## src/rtl/bus_arbiter.sv

```systemverilog
// bus_arbiter: round-robin arbiter with registered one-hot grant, done/drop release and hold timeout.
module bus_arbiter #(
  parameter int n = 2,
  parameter int N = 2**n,
  parameter int TIMEOUT = 16
) (
  input  logic         clk,
  input  logic         reset,
  input  logic [N-1:0] req,
  input  logic         done,
  output logic         grant_valid,
  output logic [n-1:0] grant_idx,
  output logic [N-1:0] grant,
  output logic         timeout_err
);
  localparam logic [0:0] IDLE = 1'b0;
  localparam logic [0:0] BUSY = 1'b1;
  logic [0:0]   state_q, state_d;
  logic [n-1:0] ptr_q, ptr_d, grant_idx_q, grant_idx_d, sel;
  logic         grant_valid_q, grant_valid_d, timeout_err_q, timeout_err_d;
  logic [N-1:0] grant_q, grant_d, rot;
  logic [7:0]   cnt_q, cnt_d;
  logic         found, hit_to, rel;
  // rot[i] is req[(ptr+i) mod N], so the first set bit is the round-robin winner
  always_comb begin
    rot = N'({req, req} >> ptr_q);
    found = 1'b0;
    sel = '0;
    for (int i = 0; i < N; i++) begin
      if (!found && rot[i]) begin
        found = 1'b1;
        sel = n'(int'(ptr_q) + i >= N ? int'(ptr_q) + i - N : int'(ptr_q) + i);
      end
    end
  end
  always_comb begin
    hit_to = cnt_q == 8'(TIMEOUT - 1);
    rel = state_q == BUSY && (done || !req[grant_idx_q] || hit_to);
    state_d = state_q;
    ptr_d = ptr_q;
    grant_idx_d = grant_idx_q;
    grant_valid_d = grant_valid_q;
    cnt_d = cnt_q;
    timeout_err_d = 1'b0;
    if (state_q == IDLE) begin
      if (found) begin
        state_d = BUSY;
        grant_idx_d = sel;
        grant_valid_d = 1'b1;
        cnt_d = '0;
      end
    end else if (rel) begin
      state_d = IDLE;
      grant_idx_d = '0;
      grant_valid_d = 1'b0;
      ptr_d = grant_idx_q == n'(N - 1) ? '0 : grant_idx_q + 1'b1;
      // a done or dropped request in the timeout cycle counts as a normal release
      timeout_err_d = hit_to && !done && req[grant_idx_q];
    end else begin
      cnt_d = cnt_q == 8'hFF ? cnt_q : cnt_q + 8'd1;
    end
    grant_d = grant_valid_d ? N'(1) << grant_idx_d : '0;
  end
  always_ff @(posedge clk) begin
    if (reset) begin
      state_q <= IDLE;
      ptr_q <= '0;
      grant_idx_q <= '0;
      grant_valid_q <= 1'b0;
      grant_q <= '0;
      cnt_q <= '0;
      timeout_err_q <= 1'b0;
    end else begin
      state_q <= state_d;
      ptr_q <= ptr_d;
      grant_idx_q <= grant_idx_d;
      grant_valid_q <= grant_valid_d;
      grant_q <= grant_d;
      cnt_q <= cnt_d;
      timeout_err_q <= timeout_err_d;
    end
  end
  assign grant_valid = grant_valid_q;
  assign grant_idx = grant_idx_q;
  assign grant = grant_q;
  assign timeout_err = timeout_err_q;
endmodule

```

## config.mk

```make
export PLATFORM = sky130hd
export DESIGN_NAME = bus_arbiter
export DESIGN_NICKNAME = d
export VERILOG_FILES = /design/src/rtl/bus_arbiter.sv
export SDC_FILE = /design/constraint.sdc
export NUM_CORES = 1
export LEC_CHECK = 0
export CAP_MARGIN = 10
export CORE_MARGIN = 3
export CORE_UTILIZATION = 51
export DETAILED_ROUTE_END_ITERATION = 8
export MAX_ROUTING_LAYER = met4
export PLACE_DENSITY = 0.79
export SYNTH_ARGS = -nofsm -noshare
export SYNTH_HDL_FRONTEND = slang
export SYNTH_SLANG_ARGS = --single-unit
export TNS_END_PERCENT = 5
```

## constraint.sdc

```tcl
create_clock -name clk -period 1.95 [get_ports clk]
set_clock_uncertainty 0.05 [all_clocks]
set_input_delay 0.39 -clock clk [delete_from_list [all_inputs] [get_ports clk]]
set_output_delay 0.39 -clock clk [all_outputs]
set_load 0.02 [all_outputs]
```

==> results.yml, run 1 <==
pwr:
  ir_worst_vdd_mv: 0.461
  p_leak_nw: 0.483
  powerDensity_mw_per_mm2: 622
hold_path:
  worstHoldPathType: "register to register"
  worstHoldStart: "ptr_q[0]"
die:
  die_h_um: 49.6
  die_area_mm2: 0.00246
  rows: 15
  num_io_pins: 15
  start_util_pct: 55.0
  core_mm2: 0.00176
  fp.dieW_um: 49.6
grt:
  grt.overflow.total: 0
  first_global_vias: 844
  grtUsageTotal_pct: 18.7
  grt_pass1_wl_um: 3590
  antenna_found_initial: 0
  grt_max_degree: 11
drt:
  num_vias: 871
  wl_per_cell_um: 12.8
  vias_per_cell: 5.38
  firstDrtPassIters: 4
  ant_nets: 0
  wl_um: 2070
  drt_iter0_drc: 20
  drc: 0
layout:
  nets: 147
  syn_to_final_growth_pct: 29.4
  fin_area_mm2: 0.00125
  layout-drive-gt1-share_pct: 21.9
  num_antenna_cells: 0
  nFillCells: 151
  multi_input_area_um2: 546
  register_area_um2: 380
  final-instance-count-excl-fill: 162
  fin_util_pct: 71.1
critical_path:
  regToRegStartpoint: "cnt_q[6]"
  cp_slowest_cell: "clkdlybuf4s50_1"
  crit_start: "grant_idx[1]"
  crit_path_max_fanout: 6
  path_cells: "clkdlybuf4s50_1"
  path_class: "register to primary output"
  cpPeakStageDelay_ns: 0.66
  cp.arrival_ns: 1.41
  start_kind: "register"
  required_ns: 1.51
  crit_family: "buffers and inverters"
  cp-end-kind: "primary output"
  path_buf_inv: 1
synth:
  synth_cells: 109
  syn_area_per_cell_um2: 8.90
  syn_area_um2: 970
  ys_seq_elements: 19
  ys_warn_count: 0
  synth_seq_area_share_pct: 39.2
  synth.net_count: 118
  post_synth_num_cell_types: 40
run:
  cap_violations: 0
place:
  portBuffers: 14
  place_hpwl_um: 1620
  place_congestion: 0.814
  post_dp_cell_area_mm2: 0.00123
  post-place-cells: 158
clock_network:
  root_buffer: "clkbuf_4"
  clk_pin_slew_ns: 0.10
  hold_buffers: 0
  clk_path_buf_depth: 2
  tritoncts.num_buffers: 3
  cts_resized: 0
  postCtsSetupBuffers: 0
  insertion_delay_ns: 0.29
  cts_tree: "done"
  clock_sinks: 19
  htreeDepth: 1
sta:
  min_period_ns: 1.85
  max_freq_ghz: 0.540
  finalSetupTns_ns: 0
  tightest_slew_ns: 0.330
  rsz0062_at_grt: "false"
  hold_slack_ns: 0.439
  fin_crit_sh_pct: 95.0
  max_slew_margin_pct: 78.0
  finalMaxSlewViolations: 0
  hold_violations: 0
  finalSetupViolCount: 0
status:
  status: "complete, no violations"
[where the power goes]
part	switching, mW	total, mW	internal (mW)
registers	0.0156	0.420	0.405
clock network	0.116	0.196	0.0795
logic	0.0768	0.164	0.0874
[synth_stat cells]
library cell | n | area (um^2)
a211oi_1 | 1 | 7.51
a21boi_0 | 1 | 7.51
a21o_2 | 1 | 8.76
a21oi_1 | 8 | 40.0
a21oi_2 | 1 | 8.76
a22o_1 | 1 | 8.76
and3_1 | 1 | 6.26
and3b_1 | 2 | 17.5
and4_1 | 1 | 8.76
buf_2 | 2 | 10.0
clkbuf_1 | 2 | 7.51
dfxtp_1 | 19 | 380
ha_1 | 2 | 25.0
inv_1 | 7 | 26.3
mux2_2 | 2 | 22.5
mux2i_1 | 1 | 10.0
mux4_2 | 1 | 22.5
nand2_1 | 6 | 22.5
nand2_2 | 1 | 6.26
nand2b_1 | 1 | 6.26
nand3_1 | 6 | 30.0
nand3b_1 | 1 | 7.51
nand4_1 | 4 | 25.0
nor2_1 | 8 | 30.0
nor2b_1 | 1 | 6.26
nor3_1 | 2 | 10.0
nor3b_1 | 3 | 22.5
nor3b_2 | 1 | 12.5
nor4_1 | 1 | 6.26
o211ai_4 | 1 | 21.3
o21ai_0 | 6 | 30.0
o221ai_1 | 1 | 8.76
o22a_2 | 1 | 10.0
o31a_1 | 1 | 8.76
o31a_2 | 1 | 10.0
or2_2 | 2 | 12.5
or3_1 | 3 | 18.8
or4_4 | 1 | 11.3
xnor2_1 | 1 | 8.76
xor2_1 | 3 | 26.3
[through the flow]
step	power [mW]	setup slack [ns]
6_report	0.780	0.0966
5_1_grt	0.821	0.00728
4_1_cts	0.785	0.0875
3_5_place_dp	0.593	-0.176
3_3_place_gp	0.587	-0.171
2_1_floorplan	0.514	0.111
[cells by family after synthesis]
logic type                 synth area share [%]
muxes                                      5.68
and+or+nand+nor                            26.8
buffers and inverters                      4.52
adders and majority gates                  2.58
xor gates and xnor gates                   3.61
AOI/OAI and AO/OA                          17.6
DFF                                        39.2
[area by class of cell]
type | instances | area share, %
Multi-Input combinational cell | 79 | 43.5
Sequential cell | 19 | 30.3
Timing Repair Buffer | 28 | 19.5
Tap cell | 25 | 2.49
Clock buffer | 4 | 2.09
Inverter | 7 | 2.09
[worst min-delay path, cell delays in order (launching register included)]
cell     delay (ns)
dfxtp_1        0.34
nand2_1        0.07
a21oi_2        0.04
[final timing paths]
path                                endpoint  slack (ns)  depth (start not counted)
worst max register to register      grant[2]        0.13                          5
worst min register to register      ptr_q[0]        0.44                          2
worst max-delay path            grant_idx[1]         0.1                          1
worst min-delay path                ptr_q[0]        0.44                          2
[registers in the layout, summed over array words and instances, names as in the netlist]
name         count
state_q          1
grant_idx        2
grant            4
cnt_q            8
grant_valid      1
ptr_q            2
timeout_err      1
[layout by cell type, fill, tap and decap left out, drive strengths merged, types with 6 or more instances in the layout]
cell type	count
dfxtp	19
clkdlybuf4s50	14
buf	14
a21oi	9
nor2	8
inv	7
nand2	7
nand3	6
o21ai	6
[metal layers]
metal | up-vias | global-route usage, % | part of all wire, %
met4 | 0 | 5.99 | 0.63
met5 | - | - | 0
met3 | 2 | 3.63 | 3.4
li1 | 449 | - | -
met1 | 403 | 24.3 | 48
met2 | 17 | 29.3 | 48
No activity file was read; power rests on OpenSTA's default activity.
==> inputs of run 2 (changes only) <==
--- a/config.mk
+++ b/config.mk
@@ -6,11 +6,13 @@
 export NUM_CORES = 1
 export LEC_CHECK = 0
 export CAP_MARGIN = 10
+export CELL_PAD_IN_SITES_DETAIL_PLACEMENT = 1
+export CELL_PAD_IN_SITES_GLOBAL_PLACEMENT = 1
 export CORE_MARGIN = 3
-export CORE_UTILIZATION = 51
+export CORE_UTILIZATION = 39
 export DETAILED_ROUTE_END_ITERATION = 8
 export MAX_ROUTING_LAYER = met4
-export PLACE_DENSITY = 0.79
+export PLACE_DENSITY = 0.8
 export SYNTH_ARGS = -nofsm -noshare
 export SYNTH_HDL_FRONTEND = slang
 export SYNTH_SLANG_ARGS = --single-unit
==> run 2 against run 1 <==
Effect of this change:
- critical path depth unchanged
- sequential share of layout area decreased by 0.12 points
- final area increased by 0.40%
- utilization decreased by 16 points
- wire length increased by 26%
==> results.yml, run 2 (synthesized netlist as in run 1, its figures left out) <==
status:
  status: "complete, no violations"
drt:
  drc: 0
  num_vias: 912
  wl_um: 2610
  firstDrtPassIters: 4
  wl_per_cell_um: 15.9
  vias_per_cell: 5.56
  ant_nets: 0
  drt_iter0_drc: 18
layout:
  num_antenna_cells: 0
  nFillCells: 268
  nets: 146
  max_flop_register: "cnt_q"
  final_cell_mix: "dfxtp_1 (19), clkdlybuf4s50_1 (14), buf_4 (13)"
  layout_commonest_cell: "dfxtp_1"
  fin_area_mm2: 0.00126
  largest_reg_flops: 8
  layout-drive-gt1-share_pct: 22.1
  syn_to_final_growth_pct: 29.9
sta:
  max_slew_margin_pct: 79.9
  setup_ws_ns: 0.0668
  hold_slack_ns: 0.457
  finalSetupViolCount: 0
  tightest_slew_ns: 0.298
  finalMaxSlewViolations: 0
  max_freq_ghz: 0.531
  min_period_ns: 1.88
  rsz0062_at_grt: "true"
  fin_crit_sh_pct: 96.6
  hold_violations: 0
clock_network:
  root_buffer: "clkbuf_4"
  tritoncts.num_buffers: 3
  htreeDepth: 1
  clk_pin_slew_ns: 0.11
  clock_sinks: 19
  insertion_delay_ns: 0.29
  cts_tree: "done"
  clk_path_buf_depth: 2
critical_path:
  cpPeakStageDelay_ns: 0.66
  start_kind: "register"
  path_cells: "clkdlybuf4s50_1"
  path_class: "register to primary output"
  cp-end-kind: "primary output"
  crit_path_max_fanout: 7
  required_ns: 1.51
  crit_family: "buffers and inverters"
  cp.arrival_ns: 1.44
  cp_slowest_cell: "clkdlybuf4s50_1"
  path_buf_inv: 1
place:
  post_dp_cell_area_mm2: 0.00122
  place_ws_ns: -0.289
  place_congestion: 0.770
  portBuffers: 14
  place_hpwl_um: 2000
grt:
  grtUsageTotal_pct: 18.7
  antenna_found_initial: 0
  grt_pass1_wl_um: 4550
  first_global_vias: 990
  grt.overflow.total: 0
  grt_max_degree: 11
die:
  die_area_mm2: 0.00312
  fp.dieW_um: 55.9
  core_mm2: 0.00228
  start_util_pct: 42.6
  rows: 17
  die_h_um: 55.9
  num_io_pins: 15
pwr:
  ir_worst_vdd_mv: 0.427
  p_leak_nw: 0.482
  powerDensity_mw_per_mm2: 624
hold_path:
  worstHoldPathType: "register to register"
run:
  cap_violations: 0
[run 2: cell types whose count changed in the layout (fill, tap and decap cells not counted)]
cell    change
a22o_1      -1
buf_4       -1
a22o_4      +1
[run 2: repair_timing]
action / CTS / global route
hold buffers: 0 / 0
setup buffers: 0 / 1
setup endpoints to repair: 0 / 3
resized for setup: 0 / 1
[run 2: cell type report]
| class | count | area [um^2] | share of cell area, % |
|---|---|---|---|
| clock buffer | 4 | 26.3 | 2.09 |
| inverter | 7 | 26.3 | 2.09 |
| multi-input combinational | 79 | 554 | 44.0 |
| sequential | 19 | 380 | 30.2 |
| tap | 28 | 35.0 | 2.78 |
| timing repair buffer | 27 | 238 | 18.9 |
[run 2: power breakdown]
part	switching, mW	internal (mW)
Clock	0.117	0.0794
Combinational	0.0845	0.0880
Sequential	0.0136	0.404
Total	0.215	0.572
[run 2: path summary, 6_finish.rpt]
kind / cells after the start / startpoint / slack, ns / to
max: 1 / grant_idx[0] / 0.07 / grant_idx[0]
min: 2 / ptr_q[0] / 0.46 / ptr_q[0]
max reg2reg: 5 / cnt_q[7] / 0.10 / grant[2]
min reg2reg: 2 / ptr_q[0] / 0.46 / ptr_q[0]
[run 2: per-stage QoR]
stage,setup TNS (ns),cells,power [mW],utilization (%)
global placement,-1.67,159,0.589,53.5
detailed placement,-2.43,159,0.596,53.5
CTS,0,163,0.796,54.6
global route,-0.0903,164,0.833,55.4
finish,0,164,0.787,55.4
floorplan,0,109,0.514,-
[run 2: metal layers]
metal | vias up | wire length (um) | part of all wire [%] | global-route usage, %
li1 | 448 | - | - | -
met1 | 444 | 1210 | 46 | 22.4
met2 | 18 | 1300 | 50 | 31.4
met3 | 2 | 85 | 3.3 | 3.94
met4 | 0 | 12 | 0.46 | 5.76
met5 | - | 0 | 0 | -
==> inputs of run 3 (changes only) <==
--- a/config.mk
+++ b/config.mk
@@ -8,6 +8,7 @@
 export CAP_MARGIN = 10
 export CELL_PAD_IN_SITES_DETAIL_PLACEMENT = 1
 export CELL_PAD_IN_SITES_GLOBAL_PLACEMENT = 1
+export CORE_ASPECT_RATIO = 1.25
 export CORE_MARGIN = 3
 export CORE_UTILIZATION = 39
 export DETAILED_ROUTE_END_ITERATION = 8
==> run 3 against run 2 <==
Effect of this change:
- largest power group unchanged
- die area increased by 0.12%
- global-route usage decreased by 0.27 points
- worst hold slack got worse by 0.0045 ns
- clock power about the same
- first-iteration DRC count decreased by 5.6%
- critical endpoint is now grant[2]
- combinational power decreased by 5%
- critical path depth increased by 4
- sequential power about the same
- sequential share of layout area about the same
- via count decreased by 2.0%
- non-clock buffer count unchanged
==> results.yml, run 3 (synthesized netlist as in run 1, its figures left out) <==
status:
  status: "complete, no violations"
die:
  start_util_pct: 42.5
  die_area_mm2: 0.00312
  core_mm2: 0.00228
  fp.dieW_um: 50.6
  num_io_pins: 15
  die_h_um: 61.8
  rows: 19
drt:
  ant_nets: 0
  wl_met1_um: 1010
  num_vias: 894
  met2_wirelength_um: 1370
  top_layer_used: "met4"
  vias_per_cell: 5.35
  wl_per_cell_um: 15.0
  drc: 0
  firstDrtPassIters: 4
  wl_met3_um: 66
  drt_iter0_drc: 17
  wl_um: 2510
critical_path:
  cp-end-kind: "register"
  reg2reg_slack_ns: 0.1
  crit_path_max_fanout: 5
  path_class: "register to register"
  start_kind: "register"
  cp.arrival_ns: 2.03
  required_ns: 2.13
layout:
  nFillCells: 285
  largest_reg_flops: 8
  syn_to_final_growth_pct: 30.3
  fin_util_pct: 55.4
  multi_input_area_um2: 546
  fin_area_mm2: 0.00126
  max_flop_register: "cnt_q"
  nets: 146
  num_antenna_cells: 0
  layout-drive-gt1-share_pct: 22.1
  final_cell_mix: "dfxtp_1 (18), buf_4 (13), clkdlybuf4s50_1 (11)"
  layout_commonest_cell: "dfxtp_1"
  register_area_um2: 382
pwr:
  p_leak_nw: 0.511
  ir_worst_vdd_mv: 0.414
  total_power_uw: 781
  powerDensity_mw_per_mm2: 618
clock_network:
  insertion_delay_ns: 0.29
  cts_tree: "done"
  clock_sinks: 19
  clk_path_buf_depth: 2
  tritoncts.num_buffers: 3
  htreeDepth: 1
  root_buffer: "clkbuf_4"
  clk_pin_slew_ns: 0.10
place:
  place_hpwl_um: 2030
  post_dp_cell_area_mm2: 0.00122
  place_ws_ns: -0.255
  portBuffers: 14
  place_congestion: 0.793
sta:
  max_slew_margin_pct: 73.9
  min_period_ns: 1.85
  tightest_slew_ns: 0.387
  setup_ws_ns: 0.0963
  finalMaxSlewViolations: 0
  rsz0062_at_grt: "true"
  finalSetupViolCount: 0
  hold_violations: 0
  finalSetupTns_ns: 0
  max_freq_ghz: 0.539
  fin_crit_sh_pct: 95.1
grt:
  antenna_found_initial: 0
  first_global_vias: 927
  grt.overflow.total: 0
  grtUsageTotal_pct: 18.4
  grt_max_degree: 11
  grt_pass1_wl_um: 4080
hold_path:
  worstHoldPathType: "register to register"
run:
  cap_violations: 0
[run 3: changes by cell type in the layout (fill, tap and decap cells not counted)]
| cell | delta |
|---|---|
| a22o_4 | -1 |
| dfxtp_1 | -1 |
| a22o_1 | +1 |
| clkdlybuf4s50_1 | -3 |
| dfxtp_2 | +1 |
| dlymetal6s2s_1 | +3 |
[run 3: through the flow]
stage | hold slack [ns] | instances
after floorplan | 0.403 | 109
after global placement | 0.421 | 162
after detailed placement | 0.449 | 162
after CTS | 0.465 | 166
after global routing | 0.489 | 167
final | 0.453 | 167
[run 3: worst max-delay path, cell delays in order, from the launching register on]
cell and delay, ns:
dfxtp_1 0.36, or4_4 0.59, or2_2 0.31, nand3_1 0.11, o31a_2 0.20, nor3b_2 0.16
[run 3: what timing repair did]
action                                  CTS  global route
gates resized for setup                   0             4
setup buffers                             0             1
endpoints found under the setup margin    0             4
hold buffers                              0             0
[run 3: metal layers]
| metal | track usage (%) | vias to the layer above |
|---|---|---|
| li1 | - | 448 |
| met2 | 35.6 | 19 |
| met3 | 2.63 | 8 |
| met4 | 10.4 | 0 |
| met1 | 17.6 | 419 |
| met5 | - | - |
[run 3: path summary, 6_finish.rpt]
kind | from | end | cells after the start
max | cnt_q[6] | grant[2] | 5
min reg2reg | ptr_q[0] | ptr_q[0] | 2
min | ptr_q[0] | ptr_q[0] | 2
max reg2reg | cnt_q[6] | grant[2] | 5
[run 3: area by class of cell]
cell class                      instances  share of cell area (%)
Timing Repair Buffer                   27                    19.4
Inverter                                7                    2.08
Tap cell                               31                    3.07
Sequential cell                        19                    30.2
Clock buffer                            4                    2.08
Multi-Input combinational cell         79                    43.2
[run 3: power breakdown]
group	internal, mW	switching (mW)
clock network	0.0795	0.115
registers	0.405	0.0155
logic	0.0857	0.0796
